**config.mk**
```make
export PLATFORM = sky130hd
export DESIGN_NAME = tx_8b10b_encoder_flat
export DESIGN_NICKNAME = d
export VERILOG_FILES = /design/src/rtl/tx_8b10b_encoder_if.sv /design/src/rtl/tx_8b10b_encoder.sv /design/src/flat_wrapper.sv
export SDC_FILE = /design/constraint.sdc
export NUM_CORES = 1
export LEC_CHECK = 0
export CORE_UTILIZATION = 50
export DETAILED_ROUTE_END_ITERATION = 16
export DONT_BUFFER_PORTS = 1
export GPL_TIMING_DRIVEN = 0
export MAX_ROUTING_LAYER = met4
export REMOVE_ABC_BUFFERS = 1
export SLEW_MARGIN = 5
export SYNTH_ARGS = -nofsm -noshare
export SYNTH_HDL_FRONTEND = slang
export SYNTH_SLANG_ARGS = --single-unit
```
**constraint.sdc**
```tcl
create_clock -name clk_byte -period 8.9 [get_ports clk_byte]
set_input_delay 1.335 -clock clk_byte [delete_from_list [all_inputs] [get_ports clk_byte]]
set_output_delay 1.335 -clock clk_byte [all_outputs]
set_load 0.01 [all_outputs]
```
**src/rtl/tx_8b10b_encoder_if.sv**
```systemverilog
// Byte-side bus of the 8b/10b TX encoder. Upstream is the master and the encoder is the slave.
// Symbol, disparity and status flow back to the master.
interface tx_8b10b_encoder_if;
    logic [7:0] data_in;
    logic       k_in;
    logic       valid_in;
    logic       ready;
    logic       force_realign;
    logic [9:0] symbol_out;
    logic       rd_out;
    logic       aligned;
    logic       code_err;

    modport master (
        output data_in, k_in, valid_in, force_realign,
        input  ready, symbol_out, rd_out, aligned, code_err
    );

    modport slave (
        input  data_in, k_in, valid_in, force_realign,
        output ready, symbol_out, rd_out, aligned, code_err
    );
endinterface

```
**src/rtl/tx_8b10b_encoder.sv**
```systemverilog
// 8b/10b encoder producing one symbol per clk_byte for the DDR serializer.
// After reset or a realign request it sends a K28.5 comma burst, and it fills idle slots with K28.5.
module tx_8b10b_encoder #(
    parameter int unsigned ALIGN_COMMAS = 16
) (
    input  logic               clk_byte,
    input  logic               rst,
    tx_8b10b_encoder_if.slave  bus
);
    localparam logic [7:0] K28_5      = 8'hBC;
    localparam logic [9:0] K28_5_RDM  = 10'h17C;
    localparam logic [7:0] LAST_COUNT = 8'(ALIGN_COMMAS - 1);

    typedef enum logic {ST_ALIGN = 1'b0, ST_RUN = 1'b1} state_t;

    state_t     state_q;
    logic [7:0] count_q;
    logic [9:0] symbol_q;
    logic       rd_q;
    logic       code_err_q;

    logic [7:0] enc_byte;
    logic       enc_k;
    logic       code_err_d;
    logic [4:0] x;
    logic [2:0] y;
    logic [5:0] code6_base;
    logic [5:0] code6;
    logic [3:0] code4_base;
    logic [3:0] code4;
    logic       bal6;
    logic       bal4;
    logic       rd_mid;
    logic       alt7;
    logic       rd_d;
    logic [9:0] symbol_d;

    // The tables hold the RD- form as abcdei / fghj. The RD+ form is derived from it below.
    function automatic logic [5:0] d6_rdm(input logic [4:0] xv);
        logic [5:0] c;
        case (xv)
            5'd0:  c = 6'b100111;  5'd1:  c = 6'b011101;
            5'd2:  c = 6'b101101;  5'd3:  c = 6'b110001;
            5'd4:  c = 6'b110101;  5'd5:  c = 6'b101001;
            5'd6:  c = 6'b011001;  5'd7:  c = 6'b111000;
            5'd8:  c = 6'b111001;  5'd9:  c = 6'b100101;
            5'd10: c = 6'b010101;  5'd11: c = 6'b110100;
            5'd12: c = 6'b001101;  5'd13: c = 6'b101100;
            5'd14: c = 6'b011100;  5'd15: c = 6'b010111;
            5'd16: c = 6'b011011;  5'd17: c = 6'b100011;
            5'd18: c = 6'b010011;  5'd19: c = 6'b110010;
            5'd20: c = 6'b001011;  5'd21: c = 6'b101010;
            5'd22: c = 6'b011010;  5'd23: c = 6'b111010;
            5'd24: c = 6'b110011;  5'd25: c = 6'b100110;
            5'd26: c = 6'b010110;  5'd27: c = 6'b110110;
            5'd28: c = 6'b001110;  5'd29: c = 6'b101110;
            5'd30: c = 6'b011110;  default: c = 6'b101011;
        endcase
        return c;
    endfunction

    function automatic logic [3:0] d4_rdm(input logic [2:0] yv, input logic alt);
        logic [3:0] c;
        case (yv)
            3'd0: c = 4'b1011;
            3'd1: c = 4'b1001;
            3'd2: c = 4'b0101;
            3'd3: c = 4'b1100;
            3'd4: c = 4'b1101;
            3'd5: c = 4'b1010;
            3'd6: c = 4'b0110;
            default: c = alt ? 4'b0111 : 4'b1110;
        endcase
        return c;
    endfunction

    function automatic logic [3:0] k4_rdm(input logic [2:0] yv);
        logic [3:0] c;
        case (yv)
            3'd0: c = 4'b1011;
            3'd1: c = 4'b0110;
            3'd2: c = 4'b1010;
            3'd3: c = 4'b1100;
            3'd4: c = 4'b1101;
            3'd5: c = 4'b0101;
            3'd6: c = 4'b1001;
            default: c = 4'b0111;
        endcase
        return c;
    endfunction

    function automatic logic k_code_ok(input logic [7:0] b);
        return (b[4:0] == 5'd28) ||
               ((b[7:5] == 3'd7) && ((b[4:0] == 5'd23) || (b[4:0] == 5'd27) ||
                                     (b[4:0] == 5'd29) || (b[4:0] == 5'd30)));
    endfunction

    assign bus.ready      = (state_q == ST_RUN) && !bus.force_realign;
    assign bus.symbol_out = symbol_q;
    assign bus.rd_out     = rd_q;
    assign bus.aligned    = (state_q == ST_RUN);
    assign bus.code_err   = code_err_q;

    // Anything not accepted becomes K28.5. This covers ALIGN, idle and rejected K codes.
    always_comb begin
        enc_byte   = K28_5;
        enc_k      = 1'b1;
        code_err_d = 1'b0;
        if (bus.ready && bus.valid_in) begin
            if (bus.k_in && !k_code_ok(bus.data_in)) begin
                code_err_d = 1'b1;
            end else begin
                enc_byte = bus.data_in;
                enc_k    = bus.k_in;
            end
        end
    end

    always_comb begin
        x          = enc_byte[4:0];
        y          = enc_byte[7:5];
        code6_base = (enc_k && (x == 5'd28)) ? 6'b001111 : d6_rdm(x);
        bal6       = ($countones(code6_base) == 3);
        // D.7 is the only balanced 6b code whose form depends on RD.
        code6      = (rd_q && (!bal6 || (x == 5'd7))) ? ~code6_base : code6_base;
        rd_mid     = bal6 ? rd_q : ~rd_q;
        alt7       = (!rd_mid && ((x == 5'd17) || (x == 5'd18) || (x == 5'd20))) ||
                     ( rd_mid && ((x == 5'd11) || (x == 5'd13) || (x == 5'd14)));
        code4_base = enc_k ? k4_rdm(y) : d4_rdm(y, alt7);
        bal4       = ($countones(code4_base) == 2);
        code4      = (rd_mid && (enc_k || !bal4 || (y == 3'd3))) ? ~code4_base : code4_base;
        rd_d       = bal4 ? rd_mid : ~rd_mid;
        symbol_d   = {code4[0], code4[1], code4[2], code4[3],
                      code6[0], code6[1], code6[2], code6[3], code6[4], code6[5]};
    end

    always_ff @(posedge clk_byte or posedge rst) begin
        if (rst) begin
            state_q    <= ST_ALIGN;
            count_q    <= 8'd1;
            symbol_q   <= K28_5_RDM;
            rd_q       <= 1'b1;
            code_err_q <= 1'b0;
        end else begin
            symbol_q   <= symbol_d;
            rd_q       <= rd_d;
            code_err_q <= code_err_d;
            if (bus.force_realign) begin
                state_q <= ST_ALIGN;
                count_q <= 8'd1;
            end else if (state_q == ST_ALIGN) begin
                count_q <= count_q + 8'd1;
                if (count_q == LAST_COUNT) begin
                    state_q <= ST_RUN;
                end
            end
        end
    end
endmodule

```
**src/flat_wrapper.sv**
```systemverilog
// flat-port wrapper written by rule: the top's interface ports become plain ports
module tx_8b10b_encoder_flat 
#(
    parameter int unsigned ALIGN_COMMAS = 16
)
  (clk_byte, rst, bus_data_in, bus_k_in, bus_valid_in, bus_force_realign, bus_ready, bus_symbol_out, bus_rd_out, bus_aligned, bus_code_err);
  tx_8b10b_encoder_if bus_i ();
  input  logic clk_byte;
  input  logic rst;
  input wire logic [$bits(bus_i.data_in)-1:0] bus_data_in;
  input wire logic [$bits(bus_i.k_in)-1:0] bus_k_in;
  input wire logic [$bits(bus_i.valid_in)-1:0] bus_valid_in;
  input wire logic [$bits(bus_i.force_realign)-1:0] bus_force_realign;
  output wire logic [$bits(bus_i.ready)-1:0] bus_ready;
  output wire logic [$bits(bus_i.symbol_out)-1:0] bus_symbol_out;
  output wire logic [$bits(bus_i.rd_out)-1:0] bus_rd_out;
  output wire logic [$bits(bus_i.aligned)-1:0] bus_aligned;
  output wire logic [$bits(bus_i.code_err)-1:0] bus_code_err;
  assign bus_i.data_in = bus_data_in;
  assign bus_i.k_in = bus_k_in;
  assign bus_i.valid_in = bus_valid_in;
  assign bus_i.force_realign = bus_force_realign;
  assign bus_ready = bus_i.ready;
  assign bus_symbol_out = bus_i.symbol_out;
  assign bus_rd_out = bus_i.rd_out;
  assign bus_aligned = bus_i.aligned;
  assign bus_code_err = bus_i.code_err;
  tx_8b10b_encoder #(.ALIGN_COMMAS(ALIGN_COMMAS)) u_core (.clk_byte(clk_byte), .rst(rst), .bus(bus_i));
endmodule
```
Word level (Yosys, flattened, before mapping)
Memory sizes are Yosys's and may differ from the RTL's.
Cells that the tools add are included.
{"block": "op_classes", "addsub": 9, "eq_ne": 24, "muxes": 20, "bitwise_logic": 4, "reduce_logical": 27}
{"op": "$add A32 B32 Y32", "n": 3}
{"op": "$eq A32 B3 Y1 const B", "n": 2}
{"op": "$pmux W4 S7", "n": 2}
{"op": "$eq A5 B5 Y1 const B", "n": 9}
{"op": "$mux W8", "n": 4}
{"op": "$eq A5 B4 Y1 const B", "n": 3}
{"op": "$eq A3 B3 Y1 const B", "n": 4}
{"op": "$logic_or A1 B1 Y1", "n": 12}
{"op": "$mux W4", "n": 3}
{"op": "$mux W6", "n": 2}
{"op": "$add A1 B1 Y2", "n": 5}
{"op": "$logic_and A1 B1 Y1", "n": 9}
{"op": "$mux W1", "n": 9}
{"op": "$add A8 B1 Y8 const B", "n": 1}
{"op": "$eq A8 B4 Y1 const B", "n": 1}
{"op": "$eq A3 B2 Y1 const B", "n": 2}
{"op": "$not A6 Y6", "n": 1}
{"op": "$eq A5 B3 Y1 const B", "n": 1}
{"op": "$logic_not A1 Y1", "n": 5}
{"op": "$not A4 Y4", "n": 1}
{"op": "$eq A3 B1 Y1 const B", "n": 1}
{"op": "$logic_not A3 Y1", "n": 1}
{"op": "$ne A2 B2 Y1 const B", "n": 1}
{"op": "$not A1 Y1", "n": 2}
{"block": "totals", "regBits": 21, "rom_bits": 192, "out_inout_bits": 14, "elab_cells": 90, "mem_count": 1}
{"memory": "(name not given)", "words": 32, "width": 6, "rd": 1, "rd_ports_with_merged_regs": 0, "wr": 0, "line": "tx_8b10b_encoder.sv:41", "rtl": "case (xv)"}

Logic depth before layout (Yosys ltp)
{"block": "logic_depth", "ltp_word": 32, "mapped_depth": 29}

Worst setup path before layout
Ideal clock, no wire load.
{"block": "synth_timing", "path_type": "input to register", "start": "input port bus_data_in[0]", "end": "register u_core.symbol_q[7] (netlist: u_core.bus.symbol_out[7])", "setup_ns": 0.080, "t_arrival_ns": 7.778, "slack_ns": 1.042, "path_stages": 29, "n_path_buf": 2, "path_cell_list": "buf_2 -> and2_1 -> o211a_1 -> o21ai_1 -> and2_1 -> nand2_1 -> inv_1 -> ha_1 -> or2_2 -> a21oi_1 -> and3_1 -> a211o_1 -> or4b_4 -> ha_1 -> fa_1 -> ha_1 -> and4bb_2 -> xor2_1 -> nor4b_1 -> nor3_1 -> a22o_1 -> ha_1 -> ha_1 -> fa_1 -> nor3b_1 -> o211ai_1 -> nand2b_1 -> clkbuf_1 -> xnor2_1"}
{"block": "synth_between", "elab_chain_cells": 32}
{"element": "start: declaration", "line": "flat_wrapper.sv:10", "rtl": "input wire logic [$bits(bus_i.data_in)-1:0] bus_data_in;"}
{"element": "parallel branches: the longest is 31 deep, another holds $mem_v2 Z32 W6"}
{"element": "$mux W4 (*)", "line": "tx_8b10b_encoder.sv:131", "rtl": "code4 = (rd_mid && (enc_k || !bal4 || (y == 3'd3))) ? ~code4_base : code4_base;"}
{"element": "net u_core.code4[2]", "line": "tx_8b10b_encoder.sv:30", "rtl": "logic [3:0] code4;"}
{"element": "end signal: assignment", "line": "tx_8b10b_encoder.sv:145", "rtl": "symbol_q <= symbol_d;"}
{"element": "end: declaration", "line": "tx_8b10b_encoder.sv:18", "rtl": "logic [9:0] symbol_q;"}
Mark *: on every way through the listed nets, which the timed path passes.
A chain may end at the register's enable or synchronous reset.

Worst setup path in the final report
{"block": "layout_timing", "start": "input port bus_data_in[0]", "end": "register u_core.symbol_q[9] (netlist: u_core.bus.symbol_out[9])"}
The elaborated chain is that of the path after synthesis.

==> impl_metrics.json <==
{
  "post-place-ws_ns": 0.276,
  "ys_seq_area_share_pct": 27.5,
  "fmax_mhz": 120,
  "r2r-start": "u_core.bus.aligned",
  "fin_crit_ns": 8.34,
  "synth_top_family_by_area": "simple AND/OR/NAND/NOR gates",
  "root_buffer": "clkbuf_8",
  "final_layout_size_suffix_gt1_share_pct": 9.81,
  "path_delay_family": "simple AND/OR/NAND/NOR gates",
  "tightestPinTransition_ns": 0.745,
  "synth_cell_types": 59,
  "start_util_pct": 52.9,
  "via_per_inst": 6.07,
  "hp-class": "register to register",
  "synth_flop_cell": "dfrtp_1",
  "wl_per_cell_microns": 15.4,
  "async_flop_share_pct": 100,
  "synth_edf_count": 0,
  "place_inst": 258,
  "avgSynthCellArea_sq_um": 8.71,
  "rsz0062_at_grt": "false",
  "critPathMaxStageDelay_ns": 0.53,
  "setup_viol": 0,
  "cp.arrival_ns": 8.52,
  "total_power_mw": 0.218,
  "clk_latency_ns": 0.26,
  "grt_overflow": 0,
  "boundaryPins": 27,
  "busiest_layer": "met2",
  "peakVddDrop_v": 0.0000466,
  "synthXorXnorAreaFrac_pct": 8.53,
  "worst-path-max-fanout": 8,
  "clock_path_buffers": 2,
  "status": "completed",
  "htreeDepth": 1,
  "routed_wl_mm": 4.03,
  "leakage_nw": 0.809,
  "syn_area_sq_um": 1950,
  "clock_sinks": 21,
  "nets": 246,
  "yosys.cell_count.top_type": "nand2_1",
  "setup_ws_ns": 0.564,
  "postCtsHoldBufs": 0,
  "yosys_warnings": 0,
  "synth.ff_latch_count": 21,
  "yosys.area.top_type_share_pct": 16.7,
  "area_delta_synth_final_pct": 1.80,
  "synthSimpleGateAreaFrac_pct": 25.7,
  "skew_ns": 0.00927,
  "yosys.area_share.adder_pct": 12.7,
  "dpl.hpwl_mm": 3.10,
  "grt.total_usage_pct": 21.8,
  "min_to": "u_core.count_q[7]",
  "core_sq_um": 3690,
  "cts_resized": 0,
  "rows": 22,
  "fp.dieArea_sq_um": 4160,
  "grt_pass1_wl_mm": 6.94,
  "synthCells": 224,
  "ff2ff_setup_slack_ns": 1.61,
  "synth_mux_area_share_pct": 1.03,
  "cp.buffers_inverters": 1,
  "grt_pass1_vias": 1543,
  "place_congestion": 0.826,
  "grt_max_degree": 22,
  "synth_area_leader_cell": "dfrtp_1",
  "clkTransAtPathRegs_ns": 0.08,
  "fin_cells": 262,
  "cap_violations": 0,
  "met2_usage_pct": 35.1,
  "cp-startpoint": "bus_data_in[0]",
  "required_ns": 9.08,
  "start_kind": "primary input",
  "synth_compound_area_share_pct": 18.9,
  "critPathSlowestCell": "or4b_4",
  "finalMaxSlewViolations": 0,
  "drcViolationCount": 0,
  "min_path_cells": 2,
  "vias": 1591,
  "dieWidth_microns": 64.5,
  "end_kind": "register",
  "cts_tree": "done",
  "post-route-period-util_pct": 93.7,
  "path_common_cell": "ha_1",
  "yosys-top-cells-area": "dfrtp_1 (17%), dfstp_2 (11%), ha_1 (9.6%), xnor2_1 (4.9%), nand2_1 (4.0%)",
  "r2r_end": "u_core.bus.symbol_out[9]",
  "cts_setup_buffers": 0,
  "path_class": "primary input to register",
  "cts_buffers": 3,
  "synth_commonest_cells": "nand2_1 (21), nor2_1 (20), ha_1 (15), dfrtp_1 (13)",
  "holdWs_ns": 0.558,
  "groute.layer.met3.usage_pct": 2.64,
  "die_h_microns": 64.5,
  "slew-limit-headroom_pct": 50.3,
  "r2r_cells": 25,
  "drtAntennaViolNets": 0,
  "drtIter0Drc": 84,
  "power_density_nw_per_um2": 110,
  "finalHoldViolations": 0,
  "diodes": 0,
  "antenna_found_initial": 0,
  "io_buffers": 0,
  "fillers": 370,
  "use_met1_pct": 28.3,
  "tns_ns": 0,
  "drtPass1Iterations": 4,
  "worstHoldStart": "u_core.count_q[7]"
}
-- flip-flops by register name (all words and copies together) (netlist names) --
name,cells
u_core.bus.symbol_out,10
u_core.count_q,8
u_core.bus.aligned,1
u_core.bus.code_err,1
u_core.bus.rd_out,1
-- metal layers --
metal | wire length, microns | up-vias
li1 | - | 785
met1 | 1870 | 760
met2 | 1960 | 38
met3 | 120 | 8
met4 | 77 | 0
met5 | 0 | -
-- kinds of logic after synthesis --
kind of cell	count (synthesis)
AO/OA/AOI/OAI	49
XOR/XNOR	19
adder cells (fa/ha/maj)	18
buffers and inverters	25
flip-flops	21
multiplexers	2
AND/OR/NAND/NOR	90
-- through the flow --
stage | area, sq um | util (%)
after global routing | 1990 | 53.8
after global placement | 1940 | 52.6
final | 1990 | 53.8
after floorplan | 1880 | -
after CTS | 1990 | 53.8
after detailed placement | 1940 | 52.6
-- cells in the final DEF, fill, tap and decap left out, types with 2 or more instances in the layout --
cell type | netlist | layout
a21oi_1 | 10 | 10
a211oi_1 | 2 | 2
nor3_1 | 6 | 6
nor3b_1 | 2 | 2
inv_1 | 11 | 11
nand2_1 | 21 | 21
nand4_1 | 3 | 3
a221oi_1 | 2 | 2
and2_1 | 3 | 3
o21ai_1 | 3 | 3
nor2_1 | 20 | 20
xnor2_1 | 11 | 11
or3_1 | 2 | 2
mux2i_1 | 2 | 2
o31ai_1 | 2 | 2
fa_1 | 3 | 3
dfrtp_1 | 13 | 13
o21ai_0 | 6 | 6
dfstp_2 | 8 | 8
nand2b_1 | 4 | 4
nor4b_1 | 2 | 2
nand3_1 | 4 | 4
and3_1 | 5 | 5
a311o_1 | 2 | 2
nand4b_1 | 3 | 3
o211ai_1 | 5 | 5
and4bb_2 | 2 | 2
ha_1 | 15 | 15
clkbuf_8 | 0 | 3
nor2b_1 | 4 | 4
xor2_1 | 8 | 8
a31oi_1 | 2 | 2
-- worst register-to-register path, cell delays in order (launching register included) --
cell	delay, ns
dfrtp_1	0.55
and3b_1	0.42
and2_1	0.23
nand2_1	0.15
inv_1	0.14
ha_1	0.31
or2_2	0.17
a21oi_1	0.05
and3_1	0.18
a211o_1	0.25
or4b_4	0.53
ha_1	0.32
fa_1	0.38
ha_1	0.27
and4bb_2	0.25
xor2_1	0.41
nor4b_1	0.33
nor3_1	0.15
a22o_1	0.28
ha_1	0.28
ha_1	0.21
fa_1	0.47
nor3b_1	0.34
o211ai_1	0.15
nand2b_1	0.22
xnor2_1	0.15
-- worst max path at each step --
stage	to	slack [ns]	depth (start not counted)
floorplan	u_core.bus.symbol_out[7]	1.29	27
global placement	u_core.bus.symbol_out[7]	0.36	27
detailed placement	u_core.bus.symbol_out[9]	0.28	27
CTS	u_core.bus.symbol_out[9]	0.53	27
global route	u_core.bus.symbol_out[9]	0.1	27
finish	u_core.bus.symbol_out[9]	0.56	27
-- area by class of cell --
type	count	area [sq um]	share of cell area, %
clock buffers	3	41.3	2.08
clock inverters	1	5.00	0.252
inverters	11	41.3	2.08
well taps	48	60.1	3.02
multi-input cells	178	1300	65.6
flip-flops and latches	21	536	27.0
-- report_power, final --
group          internal, mW  switching (mW)
registers             0.112          0.0115
logic                0.0153          0.0194
clock network        0.0311          0.0286
No activity file was read; power rests on OpenSTA's default activity.
